## config.mk

```make
export PLATFORM = sky130hd
export DESIGN_NAME = fifo_read_serializer
export DESIGN_NICKNAME = d
export VERILOG_FILES = /design/src/rtl/fifo_read_serializer.sv
export SDC_FILE = /design/constraint.sdc
export NUM_CORES = 1
export LEC_CHECK = 0
export ABC_AREA = 1
export ABC_CLOCK_PERIOD_IN_PS = 1400
export CAP_MARGIN = 25
export CORE_MARGIN = 2
export CORE_UTILIZATION = 47
export DETAILED_ROUTE_END_ITERATION = 7
export GPL_ROUTABILITY_DRIVEN = 0
export PLACE_DENSITY = 0.78
export SKIP_CTS_REPAIR_TIMING = 1
export SYNTH_ARGS = -nofsm -noshare
export SYNTH_HDL_FRONTEND = slang
export SYNTH_SLANG_ARGS = --single-unit
```

## constraint.sdc

```tcl
create_clock -name clk -period 1.4 [get_ports clk]
set_input_delay 0.42 -clock clk [delete_from_list [all_inputs] [get_ports clk]]
set_output_delay 0.42 -clock clk [all_outputs]
set_load 0.005 [all_outputs]
```

## src/rtl/fifo_read_serializer.sv

```systemverilog
// Reads PAR_READ words from a FIFO in one parallel read and streams them out one per handshake.
// Optional macro FIFO_READ_SERIALIZER_COUNT_EN adds a 16-bit accepted-word counter output.
module fifo_read_serializer #(
    parameter int DATA_WIDTH = 8,
    parameter int PAR_READ   = 4
) (
    input  logic                  clk,
    input  logic                  rst,
    input  logic [DATA_WIDTH-1:0] fifo_data [PAR_READ-1:0],
    input  logic                  fifo_empty,
    input  logic                  fifo_valid,
    output logic                  fifo_read_enable,
    output logic [DATA_WIDTH-1:0] out_data,
    output logic                  out_valid,
    input  logic                  out_ready,
    output logic                  out_last
`ifdef FIFO_READ_SERIALIZER_COUNT_EN
    ,
    output logic [15:0]           word_count
`endif
);

    localparam int IDX_W = (PAR_READ > 1) ? $clog2(PAR_READ) : 1;
    localparam logic [IDX_W-1:0] LAST_IDX = IDX_W'(PAR_READ - 1);

    typedef enum logic [1:0] {
        IDLE = 2'd0,
        REQ  = 2'd1,
        WAIT = 2'd2,
        SEND = 2'd3
    } state_t;

    state_t                state_q, state_d;
    logic [IDX_W-1:0]      index_q, index_d;
    logic [DATA_WIDTH-1:0] cap_q [PAR_READ-1:0];
    logic [DATA_WIDTH-1:0] cap_d [PAR_READ-1:0];
    logic                  xfer;

    always_ff @(posedge clk) begin
        if (rst) begin
            state_q <= IDLE;
            index_q <= '0;
            cap_q   <= '{default: '0};
        end else begin
            state_q <= state_d;
            index_q <= index_d;
            cap_q   <= cap_d;
        end
    end

    always_comb begin
        state_d          = state_q;
        index_d          = index_q;
        cap_d            = cap_q;
        fifo_read_enable = 1'b0;
        xfer             = 1'b0;
        case (state_q)
            IDLE: begin
                if (!fifo_empty) state_d = REQ;
            end
            REQ: begin
                fifo_read_enable = 1'b1;
                state_d          = WAIT;
            end
            WAIT: begin
                if (fifo_valid) begin
                    cap_d   = fifo_data;
                    index_d = '0;
                    state_d = SEND;
                end
            end
            SEND: begin
                if (out_ready) begin
                    xfer = 1'b1;
                    if (index_q == LAST_IDX) begin
                        index_d = '0;
                        state_d = IDLE;
                    end else begin
                        index_d = index_q + IDX_W'(1);
                    end
                end
            end
            default: state_d = IDLE;
        endcase
    end

    // Outputs derive only from registered state, so they change on the capture edge.
    always_comb begin
        out_valid = (state_q == SEND);
        out_last  = (state_q == SEND) && (index_q == LAST_IDX);
        out_data  = (state_q == SEND) ? cap_q[index_q] : '0;
    end

`ifdef FIFO_READ_SERIALIZER_COUNT_EN
    logic [15:0] count_q, count_d;

    always_ff @(posedge clk) begin
        if (rst) count_q <= '0;
        else     count_q <= count_d;
    end

    always_comb begin
        count_d = count_q;
        if (xfer) count_d = count_q + 16'd1;
    end

    assign word_count = count_q;
`endif

endmodule

```

==> results of run 1 <==
## power by group
group	internal (µW)	switching [µW]	total [µW]	leakage, µW
logic	1230	1380	2610	0.000856
registers	1270	146	1410	0.000295
clock network	347	400	747	0.0000479
total	2840	1930	4770	0.00120
## kinds of logic (layout without fill, tap and decap cells)
group           after synthesis  in the layout  synth area share, %
buf+inv                      33            107                 9.92
fa+ha+maj                     6              6                 4.31
compound gates               58             58                 16.7
simple gates                125            126                 27.7
flops                        36             36                 41.4
## placed cells by master, fill, tap and decap left out, types with 3 or more instances in the layout
cell type        instances
a21oi_1                 17
buf_12                   3
buf_4                   17
buf_6                    7
buf_8                    3
clkbuf_16                3
clkbuf_2                 6
clkbuf_8                 5
clkdlybuf4s50_1         35
dfxtp_1                 32
dfxtp_2                  3
dlymetal6s2s_1           3
ha_4                     5
inv_1                   16
nand2_1                 24
nand2_2                  6
nor2_1                  81
nor2_2                   7
o21ai_0                  7
o21ai_1                  9
o21ai_2                 24
## flip-flops by register name, summed over array words and instances, names as in the netlist
name     count
cap_q       32
index_q      2
state_q      2
## worst paths after layout
check | endpoint | slack (ps) | depth (start not counted)
worst max register to register | cap_q[5] | -130 | 8
worst max-delay path | out_data[6] | -560 | 6
worst min-delay path | cap_q[8] | 470 | 2
worst min register to register | cap_q[8] | 470 | 2
## cell type report
class / count / area (µm²)
clock buffer: 5 / 68.8
clock inverter: 3 / 18.8
fill: 235 / 747
inverter: 20 / 87.6
multi-input combinational: 190 / 1080
sequential: 36 / 728
tap: 48 / 60.1
timing repair buffer: 79 / 815
## worst max-delay path: cells and delay by family (launching register included)
family | cells | cell delay (ps)
simple gates | 2 | 320
flops | 1 | 330
compound gates | 1 | 180
buf+inv | 3 | 420
## stage by stage
step / power, µW / hold slack (ps)
finish: 4770 / 468
global route: 5020 / 495
CTS: 3780 / 461
detailed placement: 3030 / 451
global placement: 2980 / 452
floorplan: 2490 / 429
## per-layer routing
metal | vias to the layer above | track usage (%) | part of all wire, %
li1 | 967 | - | -
met1 | 934 | 28.7 | 39
met2 | 133 | 37.2 | 48
met3 | 27 | 5.73 | 8.5
met4 | 0 | 7.98 | 4.6
met5 | - | 0 | 0
==> out/qor.yml, run 1 <==
layout:
  diodes: 0
  syn2layout_area_growth_pct: 64.3
  instances_no_fill: 381
  final_net_count: 375
  final_core_util_pct: 79.3
  drive_gt1_share_pct: 31.8
  fin_area_um2: 2860
clock_tree:
  clock_sinks: 36
  cts_tree: "yes"
  clock_latency_ps: 300
  path_clk_slew_ps: 70
  cts-root-buf: "clkbuf_8"
  ctsHtreeMaxLevel: 2
  clockBufferDepth: 2
  cts_buffers: 5
route:
  first_iter_violations: 205
  finalWirelength_um: 5990
  drcViolationCount: 0
  vias_per_cell: 5.41
  wl_per_cell_um: 15.7
  via_count: 2061
  ant_nets: 0
  drtPass1Iterations: 5
worst_setup_path:
  worstSetupPathType: "flop to output pin"
  critical-path-slowest-cell: "dfxtp_2"
  crit_start: "index_q[1]"
  slowest_delay_ps: 330
  required_ps: 980
  cp-start-kind: "flop"
  cp.arrival_ps: 1540
  crit_path_end_kind: "output pin"
  r2r_start: "state_q[0]"
  crit_fanout: 6
  cp_cell_sequence: "buf_6, buf_4, nor2_1, nand2_1, a21oi_1, dlymetal6s2s_1"
global_routing:
  grt_pass1_wl_um: 7230
  first_global_vias: 1609
  antenna_found_initial: 0
  grtUsageTotal_pct: 22.7
  grt_max_degree: 25
  grt_overflow: 0
placement:
  placedCellCount: 358
  pre_cts_ws_ps: -467
  io_buffers: 47
  dp_hpwl_um: 3070
  place_area_um2: 2350
outcome:
  violations: "negative setup slack"
  run_status: "finished, violations left"
power:
  leakage_uw: 0.00120
  powerDensity_nw_per_um2: 1670
  ir_drop_mv: 1.43
sta:
  slew_headroom_pct: 74.2
  clock_skew_ps: 4.73
  final-hold-violation-count: 0
  rsz0062_at_grt: "true"
  maxSlewViolCount: 0
  setup_violations: 36
  worst_slack_ps: -559
  timing.final.crit_period_ps: 1960
  timing.final.crit_share_pct: 140
  tightest_slew_ps: 386
  fmax_mhz: 510
  setup_tns_ps: -4400
flow_run:
  max-cap-violations: 0
yosys:
  yosysSeqAreaShare_pct: 41.4
  syn_area_per_cell_um2: 6.75
  syn_area_um2: 1740
  yosysMostFrequentCell: "nor2_1"
  synth-async-reset-ratio_pct: 0
  syn-num-nets: 301
  synth_edf_count: 0
  synth_seq_cells: 36
  ys_warn_count: 0
  postSynthCellCount: 258
  yosysUniqueCellTypes: 18
  yosysTopAreaCell: "dfxtp_1"
  synth_top_area_share_pct: 41.4
  synthTopCellsByCount: "88 x nor2_1, 36 x dfxtp_1, 34 x o21ai_0"
  synth_ff_type: "dfxtp_1"
  netlist_top_cells_area: "dfxtp_1 41%, nor2_1 19%, o21ai_0 9.8%"
floorplan:
  initial_core_util_pct: 48.3
  coreArea_um2: 3610
  rows: 22
  pin_count: 48
  dieHeight_um: 64.9
  die_x_um: 64.9
  die_area_um2: 4210
worst_hold_path:
  hold_class: "flop to flop"
  hp-start: "cap_q[8]"
(Power assumes the default switching activity.)
==> run 2: changes to the inputs <==
--- a/config.mk
+++ b/config.mk
@@ -6,13 +6,13 @@
 export NUM_CORES = 1
 export LEC_CHECK = 0
 export ABC_AREA = 1
-export ABC_CLOCK_PERIOD_IN_PS = 1400
+export ABC_CLOCK_PERIOD_IN_PS = 2400
 export CAP_MARGIN = 25
 export CORE_MARGIN = 2
-export CORE_UTILIZATION = 47
+export CORE_UTILIZATION = 51
 export DETAILED_ROUTE_END_ITERATION = 7
 export GPL_ROUTABILITY_DRIVEN = 0
-export PLACE_DENSITY = 0.78
+export PLACE_DENSITY = 0.84
 export SKIP_CTS_REPAIR_TIMING = 1
 export SYNTH_ARGS = -nofsm -noshare
 export SYNTH_HDL_FRONTEND = slang
==> constraint.sdc (replaced) <==
create_clock -name clk -period 2.4 [get_ports clk]
set_input_delay 0.72 -clock clk [delete_from_list [all_inputs] [get_ports clk]]
set_output_delay 0.72 -clock clk [all_outputs]
set_load 0.005 [all_outputs]
==> out/qor.yml, run 2 (synthesis gave the netlist of run 1 again) <==
outcome:
  run_status: "completed"
power:
  clkPwrFrac_pct: 16.6  # +0.9 points
  powerDensity_nw_per_um2: 885  # -47%
  p_int_uw: 1270  # -55%
  ir_drop_mv: 0.448  # -69%
  seq_power_share_pct: 39.2  # +9.6 points
  p_sw_uw: 817  # -58%
  leakage_uw: 0.00106  # -12%
  combPwrFrac_pct: 44.2  # -11 points
  swShare_pct: 39.1  # -1.4 points
  finalPower_uw: 2090  # -56%
clock_tree:
  clock_sinks: 36  # unchanged
  cts_tree: "yes"
  ctsHtreeMaxLevel: 2  # unchanged
  path_clk_slew_ps: 110  # +40 ps
  cts-root-buf: "clkbuf_4"
  clockBufferDepth: 2  # unchanged
  cts_buffers: 5  # unchanged
  clock_latency_ps: 350  # +50 ps
route:
  finalWirelength_um: 4160  # -31%
  wl_per_cell_um: 11.7  # -25%
  drcViolationCount: 0  # unchanged
  ant_nets: 0  # unchanged
  via_count: 1747  # -15%
  first_iter_violations: 86  # -58%
  vias_per_cell: 4.94  # -8.8%
  drtPass1Iterations: 4  # -1
worst_setup_path:
  crit_fanout: 16  # +10
  critPathBufInv: 3  # unchanged
  crit_path_end_kind: "output pin"
  crit_family: "buffers and inverters"
  cp_cell_sequence: "buf_12, ha_4, nand2_1, inv_1, clkdlybuf4s50_1"
  cp.arrival_ps: 1600  # +60 ps
  cp-start-kind: "flop"
  worstSetupPathType: "flop to output pin"
  required_ps: 1680  # +700 ps
  slowest_delay_ps: 480  # +150 ps
  critical-path-slowest-cell: "clkdlybuf4s50_1"
layout:
  reg_top3: "cap_q: 32 flops, index_q: 2 flops, state_q: 2 flops"
  final_core_util_pct: 71.4  # -7.9 points
  fillCellCount: 279  # +19%
  fin_area_um2: 2360  # -17%
  drive_gt1_share_pct: 9.09  # -23 points
  syn2layout_area_growth_pct: 35.7
  largest_reg_flops: 32  # unchanged
  final_cell_mix: "88 x nor2_1, 39 x clkdlybuf4s50_1, 34 x o21ai_0"
  diodes: 0  # unchanged
  final_net_count: 350  # -6.7%
  regMostFlops: "cap_q"
  final_common_cell: "nor2_1"
sta:
  worst_slack_ps: 76.4  # +635 ps
  clock_skew_ps: 3.39  # -1.34 ps
  timing.final.crit_period_ps: 2320
  final-hold-violation-count: 0  # unchanged
  slew_headroom_pct: 73.8  # -0.44 points
  maxSlewViolCount: 0  # unchanged
  setup_violations: 0  # -100%
  timing.final.crit_share_pct: 96.8
  rsz0062_at_grt: "false"
  setup_tns_ps: 0  # +4400 ps
  tightest_slew_ps: 392  # +6.65 ps
  fmax_mhz: 430
floorplan:
  die_x_um: 62.4  # -3.8%
  rows: 21  # -4.5%
  dieHeight_um: 62.4  # -3.8%
  die_area_um2: 3900  # -7.4%
  pin_count: 48  # unchanged
  initial_core_util_pct: 52.6  # +4.3 points
  coreArea_um2: 3310  # -8.2%
global_routing:
  grt_overflow: 0  # unchanged
  antenna_found_initial: 0  # unchanged
  grt_max_degree: 37  # +48%
  grt_pass1_wl_um: 6780  # -6.3%
  grtUsageTotal_pct: 21.9  # -0.72 points
  first_global_vias: 1523  # -5.3%
placement:
  place_area_um2: 2240  # -4.7%
  io_buffers: 47  # unchanged
  dp_hpwl_um: 2900  # -5.4%
  pre_cts_ws_ps: 146  # +612 ps
flow_run:
  max-cap-violations: 0  # unchanged
worst_hold_path:
  hold_class: "flop to flop"
[run 2: cell count changes in the layout (fill, tap and decap cells not counted), sizes merged]
| cell | change |
|---|---|
| clkinv | -1 |
| dlymetal6s2s | +5 |
| inv | -1 |
| buf | -24 |
| clkdlybuf4s50 | +4 |
| nand2 | -1 |
| clkinvlp | +1 |
| clkbuf | -8 |
[run 2: layout make-up]
cell class                 instances  area [µm²]  share of cell area, %
multi-input combinational        189         867                   36.7
sequential                        36         727                   30.8
timing repair buffer              55         571                   24.2
inverter                          20        78.8                   3.34
tap                               46        57.6                   2.44
clock buffer                       6        51.3                   2.17
clock inverter                     2        10.0                  0.424
[run 2: worst paths after layout]
check                           startpoint        end  slack, ps  depth (start not counted)
worst max-delay path            index_q[0]   out_last         80                          5
worst min-delay path             cap_q[12]  cap_q[12]        460                          2
worst min register to register   cap_q[12]  cap_q[12]        460                          2
worst max register to register  state_q[0]  cap_q[27]        860                          7
[run 2: worst reg2reg max path, cell delays in order (launching register included)]
cell     delay [ps]
dfxtp_1         330
buf_4           140
inv_1            70
ha_1            230
nand2_2         130
buf_4           230
o21ai_0         240
nor2_1           70
[run 2: power groups by stage]
| stage | Combinational, µW | Sequential (µW) | Clock [µW] |
|---|---|---|---|
| finish | 924 | 820 | 347 |
| global route | 1060 | 834 | 374 |
| CTS | 869 | 813 | 349 |
| detailed placement | 866 | 826 | 0 |
| global placement | 838 | 822 | 0 |
| floorplan | 654 | 798 | 0 |
[run 2: per-stage QoR]
step | std cells | hold WS (ps)
floorplan | 258 | 429
global placement | 345 | 445
detailed placement | 345 | 446
CTS | 353 | 461
global route | 354 | 486
finish | 354 | 459
[run 2: layer usage]
layer  routed length, µm  vias up  GRT usage (%)
met1                1880      781           28.4
met4                  67        0           11.7
met5                   0        -              0
li1                    -      910              -
met2                1980       49           34.3
met3                 230        7           4.68
